File: config.mk
export PLATFORM = sky130hd
export DESIGN_NAME = mmio_timer_responder
export DESIGN_NICKNAME = d
export VERILOG_FILES = /design/src/rtl/mmio_timer_responder.sv
export SDC_FILE = /design/constraint.sdc
export NUM_CORES = 1
export LEC_CHECK = 0
export BUFFER_PORTS_ARGS = -buffer_cell sky130_fd_sc_hd__buf_4
export CORE_ASPECT_RATIO = 1.2
export CORE_UTILIZATION = 40
export DETAILED_ROUTE_END_ITERATION = 8
export PLACE_DENSITY = 0.56
export SYNTH_ARGS = -nofsm -noshare
export SYNTH_HDL_FRONTEND = slang
export SYNTH_SLANG_ARGS = --single-unit
export TNS_END_PERCENT = 10
File: constraint.sdc
create_clock -name clk -period 5.8 [get_ports clk]
set_clock_uncertainty 0.15 [all_clocks]
set_input_delay 0.29 -clock clk [delete_from_list [all_inputs] [get_ports clk]]
set_output_delay 0.29 -clock clk [all_outputs]
set_load 0.03 [all_outputs]
File: src/rtl/mmio_timer_responder.sv
// Memory-mapped prescaled timer on the core data port: CTRL/PRESCALE/COUNT/COMPARE/STATUS,
// combinational load path, byte/half/word stores with merge, sticky match and registered irq.
module mmio_timer_responder #(
  parameter logic [31:0] BASE_ADDR = 32'h1000_0000,
  parameter int unsigned PRESC_W   = 16
) (
  input  logic        clk,
  input  logic        reset,
  input  logic [31:0] dAddr,
  input  logic [31:0] dWdata,
  input  logic        d_wr_en,
  input  logic [2:0]  store_type,
  input  logic [2:0]  load_type,
  output logic        hit,
  output logic [31:0] rdata,
  output logic        irq
);

  typedef enum logic [2:0] {
    REG_CTRL     = 3'd0,
    REG_PRESCALE = 3'd1,
    REG_COUNT    = 3'd2,
    REG_COMPARE  = 3'd3,
    REG_STATUS   = 3'd4
  } reg_sel_e;

  localparam logic [PRESC_W-1:0] PSC_ONE = PRESC_W'(1);

  logic [2:0]         ctrl, ctrl_n;
  logic [PRESC_W-1:0] prescale, prescale_n;
  logic [PRESC_W-1:0] psc_cnt, psc_cnt_n;
  logic [31:0]        count, count_n;
  logic [31:0]        compare, compare_n;
  logic               match, match_n;
  logic               irq_n;

  logic [31:0] offset;
  reg_sel_e    sel;
  logic [31:0] rd_word;
  logic [7:0]  rd_byte;
  logic [15:0] rd_half;
  logic [3:0]  be;
  logic [31:0] wdat;
  logic [31:0] bmask;
  logic [31:0] merged;
  logic        wr_any;
  logic        we_ctrl, we_presc, we_count, we_compare, we_status;
  logic        w1c;
  logic        tick;
  logic        cmp_eq;

  // Unsigned subtraction makes addresses below BASE_ADDR wrap far out of range.
  assign offset = dAddr - BASE_ADDR;
  assign hit    = (offset[31:5] == '0);
  assign sel    = reg_sel_e'(offset[4:2]);

  always_comb begin
    rd_word = '0;
    if (hit) begin
      case (sel)
        REG_CTRL:     rd_word[2:0] = ctrl;
        REG_PRESCALE: rd_word[PRESC_W-1:0] = prescale;
        REG_COUNT:    rd_word = count;
        REG_COMPARE:  rd_word = compare;
        REG_STATUS:   rd_word[0] = match;
        default:      rd_word = '0;
      endcase
    end
  end

  assign rd_byte = 8'(rd_word >> {offset[1:0], 3'b000});
  assign rd_half = offset[1] ? rd_word[31:16] : rd_word[15:0];

  always_comb begin
    case (load_type)
      3'b000:  rdata = {{24{rd_byte[7]}}, rd_byte};
      3'b001:  rdata = {{16{rd_half[15]}}, rd_half};
      3'b010:  rdata = rd_word;
      3'b100:  rdata = {24'd0, rd_byte};
      3'b101:  rdata = {16'd0, rd_half};
      default: rdata = '0;
    endcase
  end

  always_comb begin
    be   = '0;
    wdat = '0;
    case (store_type)
      3'b000: begin
        be   = 4'b0001 << offset[1:0];
        wdat = {4{dWdata[7:0]}};
      end
      3'b001: begin
        if (!offset[0]) be = offset[1] ? 4'b1100 : 4'b0011;
        wdat = {2{dWdata[15:0]}};
      end
      3'b010: begin
        if (offset[1:0] == 2'b00) be = 4'b1111;
        wdat = dWdata;
      end
      default: begin
        be   = '0;
        wdat = '0;
      end
    endcase
  end

  assign bmask  = {{8{be[3]}}, {8{be[2]}}, {8{be[1]}}, {8{be[0]}}};
  // Partial stores merge into the current (zero-padded) register image.
  assign merged = (rd_word & ~bmask) | (wdat & bmask);
  assign wr_any = hit & d_wr_en & (|be);

  assign we_ctrl    = wr_any && (sel == REG_CTRL);
  assign we_presc   = wr_any && (sel == REG_PRESCALE);
  assign we_count   = wr_any && (sel == REG_COUNT);
  assign we_compare = wr_any && (sel == REG_COMPARE);
  assign we_status  = wr_any && (sel == REG_STATUS);
  assign w1c        = we_status & be[0] & wdat[0];

  assign tick   = ctrl[0] && (psc_cnt == prescale);
  assign cmp_eq = (count == compare);

  always_comb begin
    ctrl_n     = we_ctrl ? merged[2:0] : ctrl;
    prescale_n = we_presc ? merged[PRESC_W-1:0] : prescale;
    compare_n  = we_compare ? merged : compare;

    psc_cnt_n = psc_cnt + PSC_ONE;
    if (!ctrl[0] || tick || we_presc) psc_cnt_n = '0;

    count_n = count;
    if (we_count) begin
      count_n = merged;
    end else if (tick) begin
      count_n = (cmp_eq && ctrl[1]) ? 32'd0 : count + 32'd1;
    end

    match_n = (tick & cmp_eq) | (match & ~w1c);
    irq_n   = match_n & ctrl_n[2];
  end

  always_ff @(posedge clk or negedge reset) begin
    if (!reset) begin
      ctrl     <= '0;
      prescale <= '0;
      psc_cnt  <= '0;
      count    <= '0;
      compare  <= '0;
      match    <= 1'b0;
      irq      <= 1'b0;
    end else begin
      ctrl     <= ctrl_n;
      prescale <= prescale_n;
      psc_cnt  <= psc_cnt_n;
      count    <= count_n;
      compare  <= compare_n;
      match    <= match_n;
      irq      <= irq_n;
    end
  end

endmodule

==> Word-level counts from Yosys, hierarchy flattened <==
Index checks and enable logic that the tools add are counted.
{ "word_totals": {"latch_bits": 0, "romBits": 0, "register_bits": 101, "elab_cells": 72, "out_inout_bits": 34, "mem_count": 0, "mem_bits_rw": 0, "input_bits": 73} }
{ "classes": {"n_reduce_logical": 17, "n_div": 0, "n_shift": 2, "n_lt_le_gt_ge": 0, "muxes": 17, "n_mul": 0, "eq_ne": 12, "bitwise_logic": 13, "n_addsub": 3} }
{ "op_table": {"columns": ["op", "count"], "rows": [
  ["$pmux W32 S5", 1],
  ["$mux W32", 4],
  ["$pmux W32 S3", 1],
  ["$and A32 B32 Y32", 2],
  ["$pmux W13 S3", 1],
  ["$add A32 B1 Y32 const B", 1],
  ["$eq A32 B32 Y1", 1],
  ["$mux W16", 2],
  ["$not A32 Y32", 1],
  ["$or A32 B32 Y32", 1],
  ["$pmux W16 S2", 1],
  ["$shr A32 B5 Y8", 1],
  ["$sub A32 B29 Y32 const B", 1],
  ["$logic_not A27 Y1", 1],
  ["$add A16 B1 Y16 const B", 1],
  ["$eq A16 B16 Y1", 1],
  ["$eq A3 B2 Y1 const B", 4],
  ["$mux W4", 3],
  ["$pmux W4 S3", 1],
  ["$eq A3 B1 Y1 const B", 3],
  ["$eq A3 B3 Y1 const B", 3],
  ["$logic_not A3 Y1", 3],
  ["$pmux W2 S4", 1],
  ["$and A1 B1 Y1", 7],
  ["other kinds (11)", 18]
]} }

==> Longest topological paths before layout <==
Gate-level depths: netlist of the first run.
{ "logic_depth": {"depth_word": 13, "ltp_mapped": 11, "ltp_nobuf": 9} }

==> Worst setup path before layout of the first run <==
OpenSTA, ideal clock, no wires.
{ "synth_path": {"kind": "input-to-output", "startpoint": "in dAddr[28]", "endpoint": "out rdata[11]", "required_ns": 5.360, "path_stages": 7, "setup_slack_ns": 2.663, "n_path_buf": 1, "t_arrival_ns": 2.697, "path_cell_list": "inv_1 ha_1 nor4b_2 and4_1 nand4_1 clkbuf_1 o311ai_0"} }
{ "synth_via": {"elab_chain_cells": 5, "word_cells_on_any_way": 6, "classes_between": "1 x add/sub; 1 x shift; 3 x mux; 1 x reduce/logical"} }
{ "synth_rtl": {"columns": ["item", "line_no", "source"], "rows": [
  ["start, declared", "9", "input logic [31:0] dAddr,"],
  ["$sub A32 B29 Y32 *", "53", "assign offset = dAddr - BASE_ADDR;"],
  ["$logic_not A27 Y1 *", "54", "assign hit = (offset[31:5] == '0);"],
  ["$mux W32 *", "59", "if (hit) begin"],
  ["$shr A32 B5 Y8 or $mux W16 (tied branches)", "71, 72", null],
  ["$pmux W32 S5 *", "75", "case (load_type)"],
  ["end, declared", "15", "output logic [31:0] rdata,"]
]} }
Mark *: on every way between the ends. The rest lies on a longest branch, timed or not.

==> Worst setup path in the final report of the first run <==
{ "layout_path": {"startpoint": "in dAddr[3]", "endpoint": "out rdata[21]"} }
{ "layout_via": {"elab_chain_cells": 6, "word_cells_on_any_way": 11, "classes_between": "1 x add/sub; 3 x eq/ne; 1 x shift; 5 x mux; 1 x reduce/logical"} }
{ "layout_rtl": {"columns": ["item", "line_no", "source"], "rows": [
  ["$sub A32 B29 Y32 *", "53", null],
  ["$eq A3 B2 Y1 or $eq A3 B1 Y1 (tied branches)", "60", "case (sel)"],
  ["$pmux W13 S3 or $pmux W16 S2 (tied branches)", "60", null],
  ["$mux W32 *", "59", null],
  ["$shr A32 B5 Y8 or $mux W16 (tied branches)", "71, 72", null],
  ["$pmux W32 S5 *", "75", null]
]} }
Marked as above.

==> summary.md, run 1 <==
| Metric | Value |
|---|---|
| Status | finished, final reports clean |
| Worst Setup Start Kind | input pin |
| GRT busiest layer | met2 |
| Final Total Pwr | ~1.5 mW |
| FFs w/ async S/R, synth | 1.00 |
| Top cell type's share of synthesized area | 0.326 |
| Internal | about 1.1 mW |
| CP endpoint kind | output port |
| HPWL Detailed | about 22 mm |
| Grt total ovfl | 0 |
| R2r setup slk | 2.20 ns |
| PostCTS Resize Cnt | 0 |
| Port Buffers | 106 |
| Die Span Y | 155 um |
| Hold Startpoint | dAddr[4] |
| Mapped Area | between 0.007 and 0.008 mm2 |
| Core Area | between 0.015 and 0.02 mm2 |
| Max IR drop VDD | approximately 0.14 mV |
| Switching power | around 390 uW |
| WHS Endpoint | match |
| Hold WC Path Type | in -> reg |
| Top FF cell, synth | dfrtp_1 |
| Routed wire per std cell | roughly 22 um |
| YS warnings | 0 |
| Share of cells above drive strength 1 | 0.181 |
| Unrepaired setup endpoints after global routing | false |
| Initial Util | 0.410 |
| Mean post-synth cell area | ~8.3 um2 |
| CTS tree | built |
| Clock power frac | 0.428 |
| Fill cells | about 1900 |
| Reg2reg path depth | 7 |
| DIE AREA | 0.0200 mm2 |
| Crit-path max FO | 26 |
| I/O Pins | between 100 and 150 |
| Combinational group share of total power | 0.109 |
| Sequential share of power | 0.463 |
| Slew HR | 0.249 |
| Leakage dissipation | around 3.6 nW |
| Post-layout instance area | about 0.0089 mm2 |
| Most frequent cell after synthesis | nand2_1 |
| Max_cap viols | 0 |
| Root buf cell | clkbuf_16 |
| Tcrit/Tclk final | 0.635 |
| Top cells by count, synth | nand2_1, dfrtp_1, nor2_1 |
| Fin nets | between 1000 and 1500 |
| Grt met2 use | 0.496 |
| Total vias in the final route | ~7400 |
| Starting DRT DRC Count | between 500 and 600 |
| Drc violations | 0 |
| Largest net degree at the start of global routing | 72 |
| Max H-tree Level | 3 |
| RR Endpoint | count[15] |
| Die Wd | between 100 and 150 um |
| DRT Wirelength | 28.1 mm |
| Clock Pin Slew Worst Setup and Hold Paths | roughly 0.06 ns |
| Tot GR Track Use | 0.294 |
| GR Util met3 | 0.0394 |
| WHS | 0.184 ns |
| EDFF count, synth | 0 |
| Clock Tree Buf Depth | 2 |
| WS Path Type | in -> out |
| First-pass GRT wire length | around 44 mm |
| Drt pass-1 iters | 5 |
| Routed Antenna Nets | 0 |
| Syn_nets | 1014 |
| Clk sinks | 101 |
| Fmax | roughly 270 MHz |
| Slew Viols, Final | 0 |
| Hold Vio Cnt, Final | 0 |
| Measured slew at the worst slew-check pin | ~1.1 ns |
| Vias in the first global route | 7346 |
| Worst skew pair latency | between 0.3 and 0.4 ns |
| CP arrival | ~3.2 ns |
| Non-Filler Instances | ~1300 |
| Power Density | between 150 and 200 mW/mm2 |
| Placed Cells | approximately 1200 |
| Post-DP Area | about 0.0086 mm2 |
| Placer congestion estimate | roughly 0.96 |
| Post-Synthesis Cells | ~940 |
| Setup Buffers After CTS | 0 |
| Final min period | around 3.7 ns |
| Hold path depth | 3 |
| Total CTS buffers | 9 |
| Antenna violations before repair | 0 |
| Synth top area cells | dfrtp_1, xnor2_1, nand2_1, mux2i_1, nor2_1 |
| CP Data Required Time | 5.36 ns |
| Sw frac | 0.259 |
| Final Setup Violations | 0 |
| GR Util met1 | 0.362 |
| Antenna cells | 0 |
| Vias per cell | around 6 |
| Critical R2R Launch | count[24] |
| Yosys cell types | slightly above 70 |
| FP Rows | 55 |
| Synth area leader | dfrtp_1 |
| Post-synthesis sequential area ratio | 0.326 |
| Fin Setup TNS | 0 ns |
| #FFs+latches synth | 101 |
| Area grow syn2layout | 14.8% |
-- per-stage QoR --
stage / util / setup WS [ns]
6_report: 0.471 / 2.12
4_1_cts: 0.471 / 2.17
3_5_place_dp: 0.454 / 2.19
5_1_grt: 0.471 / 1.91
3_3_place_gp: 0.454 / 2.17
2_1_floorplan: - / 2.66
-- kinds of logic after synthesis --
group           after synthesis  share of synthesized area
mux                          69                     0.0970
simple gates                364                      0.241
compound gates              252                      0.209
fa+ha+maj                     3                    0.00484
xor+xnor                     64                     0.0722
flops                       101                      0.326
buf+inv                      85                     0.0498
-- final cells by class --
| type | count | area, um2 | area share |
|---|---|---|---|
| Multi-Input combinational cell | 752 | 4850 | 0.544 |
| Sequential cell | 101 | 2530 | 0.284 |
| Timing Repair Buffer | 112 | 843 | 0.0946 |
| Tap cell | 256 | 320 | 0.0359 |
| Clock buffer | 11 | 253 | 0.0284 |
| Inverter | 17 | 63.8 | 0.00716 |
| Clock inverter | 4 | 55.1 | 0.00618 |
-- critical path, stage by stage --
cell and delay [ns]:
buf_4 0.31, nor2b_1 0.89, a22o_1 0.32, a22oi_1 0.11, o21ai_1 0.11, nor4b_2 0.45
a31oi_2 0.26, a21oi_1 0.28, buf_4 0.19
-- cells in the final DEF (no fill, tap or decap), types with 15 or more instances in the layout --
master,count
nand3_1,30
o21ai_0,58
mux2i_1,37
a31oi_1,15
inv_1,17
a21oi_1,66
buf_4,111
mux2_2,30
dfrtp_1,101
a22oi_1,36
nor2_1,94
nand2_1,105
nor3_1,30
xnor2_1,55
nand4_1,21
a21o_1,15
-- layer usage --
layer | routed length [um] | vias to the layer above
met4 | 1370 | 0
met1 | 11600 | 3573
met2 | 13900 | 263
met5 | 0 | -
li1 | - | 3506
met3 | 1270 | 76
-- registers in the layout, summed over array words and instances, names as in the netlist --
name      flops
compare      32
count        32
match         1
ctrl          3
psc_cnt      16
prescale     16
irq           1
-- power by group through the flow --
| stage | clock, mW | combinational, mW | sequential (mW) |
|---|---|---|---|
| 4_1_cts | 0.661 | 0.165 | 0.704 |
| 3_5_place_dp | 0 | 0.164 | 0.718 |
| 2_1_floorplan | 0 | 0.0787 | 0.718 |
| 6_report | 0.650 | 0.166 | 0.704 |
| 5_1_grt | 0.684 | 0.177 | 0.703 |
| 3_3_place_gp | 0 | 0.164 | 0.718 |
-- worst max-delay path by stage --
stage	from	endpoint	slack, ns	cells after the start
2_1_floorplan	dAddr[28]	rdata[11]	2.66	7
3_3_place_gp	dAddr[3]	rdata[16]	2.17	9
3_5_place_dp	dAddr[3]	rdata[21]	2.19	9
4_1_cts	dAddr[3]	rdata[21]	2.17	9
5_1_grt	dAddr[3]	rdata[13]	1.91	9
6_report	dAddr[3]	rdata[21]	2.12	9
-- what timing repair did --
item,4_1_cts,5_1_grt
endpoints found under the hold margin,30,0
endpoints found under the setup margin,0,0
hold buffers,1,0
Power figures use the tool's default switching activity.
==> run 2, diff against run 1 <==
==> constraint.sdc (replaced) <==
create_clock -name clk -period 3.6 [get_ports clk]
set_clock_uncertainty 0.15 [all_clocks]
set_input_delay 0.18 -clock clk [delete_from_list [all_inputs] [get_ports clk]]
set_output_delay 0.18 -clock clk [all_outputs]
set_load 0.03 [all_outputs]
==> summary.md, run 2 (synthesis gave the netlist of run 1 again) <==
| Metric | Value |
|---|---|
| Fill cells | 1894 (-0.99%) |
| Initial Util | 0.410 (unchanged) |
| Crit-path max FO | 7 (-73%) |
| Vias per cell | 5.83 (-1.5%) |
| Clock Tree Buf Depth | 2 (unchanged) |
| Vias in the first global route | 7187 (-2.2%) |
| Drc violations | 0 (unchanged) |
| Starting DRT DRC Count | 562 (+0.18%) |
| FP Rows | 55 (unchanged) |
| Share of cells above drive strength 1 | 0.195 (+0.0145) |
| Slew Viols, Final | 0 (unchanged) |
| Grt total ovfl | 0 (unchanged) |
| Clk sinks | 101 (unchanged) |
| Fin nets | 1086 (+1.6%) |
| Largest net degree at the start of global routing | 53 (-26%) |
| Power Density | 277 mW/mm2 (+62%) |
| Max_cap viols | 0 (unchanged) |
| Final core occ | 0.479 (+0.00793) |
| Combinational group share of total power | 0.108 (about the same) |
| I/O Pins | 107 (unchanged) |
| Commonest non-fill, non-tap cell in the layout | buf_4 |
| Placer congestion estimate | 1.01 (+5.6%) |
| Switching power | 631 uW (+61%) |
| Die Wd | 129 um (unchanged) |
| Final min period | ~2.9 ns |
| Port Buffers | 106 (unchanged) |
| CP arrival | 2.54 ns (-0.70 ns) |
| Sequential share of power | 0.452 (-0.011) |
| Unrepaired setup endpoints after global routing | false |
| Sw frac | 0.252 (-0.00666) |
| Measured slew at the worst slew-check pin | 0.811 ns (-0.314 ns) |
| Most frequent cells in the layout | buf_4, nand2_1, dfrtp_1, nor2_1, a21oi_1 |
| Root buf cell | clkbuf_16 |
| Max H-tree Level | 3 (unchanged) |
| PostCTS Resize Cnt | 0 (unchanged) |
| DRT Wirelength | 28.0 mm (-0.50%) |
| Final setup margin | 0.734 ns (-1.39 ns) |
| Die Span Y | 155 um (unchanged) |
| CP endpoint kind | output port |
| Final Setup Violations | 0 (unchanged) |
| Antenna cells | 0 (unchanged) |
| Worst Setup Start Kind | flop |
| Total CTS buffers | 9 (unchanged) |
| Worst skew pair latency | 0.36 ns (about the same) |
| Biggest regs | compare (32), count (32) |
| Fin Setup TNS | 0 ns (unchanged) |
| Internal | 1.87 mW (+66%) |
| Tcrit/Tclk final | 0.796 |
| Hold WC Path Type | in -> reg |
| Routed Antenna Nets | 0 (unchanged) |
| CP Data Required Time | 3.27 ns (-2.09 ns) |
| Hold Vio Cnt, Final | 0 (unchanged) |
| Drt pass-1 iters | 8 (+3) |
| Setup Buffers After CTS | 0 (unchanged) |
| Core Area | 0.0189 mm2 (unchanged) |
| Tot GR Track Use | 0.290 (-0.00413) |
| Antenna violations before repair | 1 (+1) |
| Fmax | about 350 MHz |
| Leakage dissipation | 3.66 nW (+2.7%) |
| Post-place setup slack | 0.772 ns (-1.42 ns) |
| Clock power frac | 0.439 (+0.011) |
| Status | finished, final reports clean |
| Routed wire per std cell | 22.0 um (-1.9%) |
| HPWL Detailed | 21.7 mm (+0.98%) |
| Slew HR | 0.458 (+0.209) |
| First-pass GRT wire length | 43.5 mm (about the same) |
| Area grow syn2layout | 16.7% |
| Total vias in the final route | 7414 (-0.054%) |
| CTS tree | built |
| Clock Pin Slew Worst Setup and Hold Paths | 0.08 ns (+0.02 ns) |
| Final Total Pwr | 2.51 mW (+65%) |
| WS Path Type | reg -> out |
| DIE AREA | 0.0200 mm2 (unchanged) |
| Max IR drop VDD | 0.223 mV (+56%) |
run 2: changes by cell type in the layout (fill, tap and decap cells not counted):
cell,previous run,this run
clkinvlp_4,1,0
buf_4,111,128
clkinv_4,1,0
clkbuf_8,2,1
clkinv_2,0,1
inv_6,1,3
bufinv_16,1,2
run 2: worst max-delay path: stages (launching register included):
cell and delay (ns):
dfrtp_1 0.40, buf_4 0.18, mux4_2 0.24, nand3_1 0.10
o21ai_1 0.10, nor4b_2 0.41, nand2b_1 0.27, o311ai_0 0.21
buf_4 0.25
run 2: worst paths after layout:
check                           startpoint          end  slack [ns]  cells after the start
worst max-delay path             count[23]    rdata[11]        0.73                      8
worst min-delay path             dWdata[7]   compare[7]        0.11                      3
worst max register to register  psc_cnt[0]     count[7]        0.81                      8
worst min register to register     ctrl[2]      ctrl[2]        0.38                      1
max in group asynchronous            reset  compare[22]        2.17                      3
min in group asynchronous            reset   psc_cnt[3]        0.26                      2
run 2: layer usage:
layer,share of wire,vias to the layer above,global-route usage
li1,-,3549,-
met1,0.43,3558,0.377
met5,0,-,0
met3,0.050,47,0.0356
met4,0.033,0,0.111
met2,0.49,260,0.486
run 2: what timing repair did:
action | in CTS | in global routing
hold buffers | 1 | 0
endpoints found under the hold margin | 50 | 0
endpoints found under the setup margin | 0 | 0
run 2: metrics by stage:
step / area [um2] / instances / hold slack [ns]
after floorplan: 7760 / 938 / -0.266
after global placement: 8720 / 1254 / 0.120
after detailed placement: 8720 / 1254 / 0.119
after CTS: 9060 / 1271 / 0.105
after global routing: 9060 / 1271 / 0.121
final: 9060 / 1271 / 0.111
run 2: power groups by stage:
stage | sequential, mW | clock, mW | combinational (mW)
after floorplan | 1.16 | 0 | 0.127
after global placement | 1.16 | 0 | 0.268
after detailed placement | 1.16 | 0 | 0.267
after CTS | 1.13 | 1.12 | 0.269
after global routing | 1.13 | 1.16 | 0.291
final | 1.13 | 1.10 | 0.271
run 2: cell type report:
cell class | instances | area (um2) | share of cell area
sequential | 101 | 2530 | 0.279
tap | 256 | 320 | 0.0354
clock buffer | 10 | 239 | 0.0264
clock inverter | 6 | 91.3 | 0.0101
timing repair buffer | 129 | 971 | 0.107
multi-input combinational | 752 | 4850 | 0.535
inverter | 17 | 63.8 | 0.00704
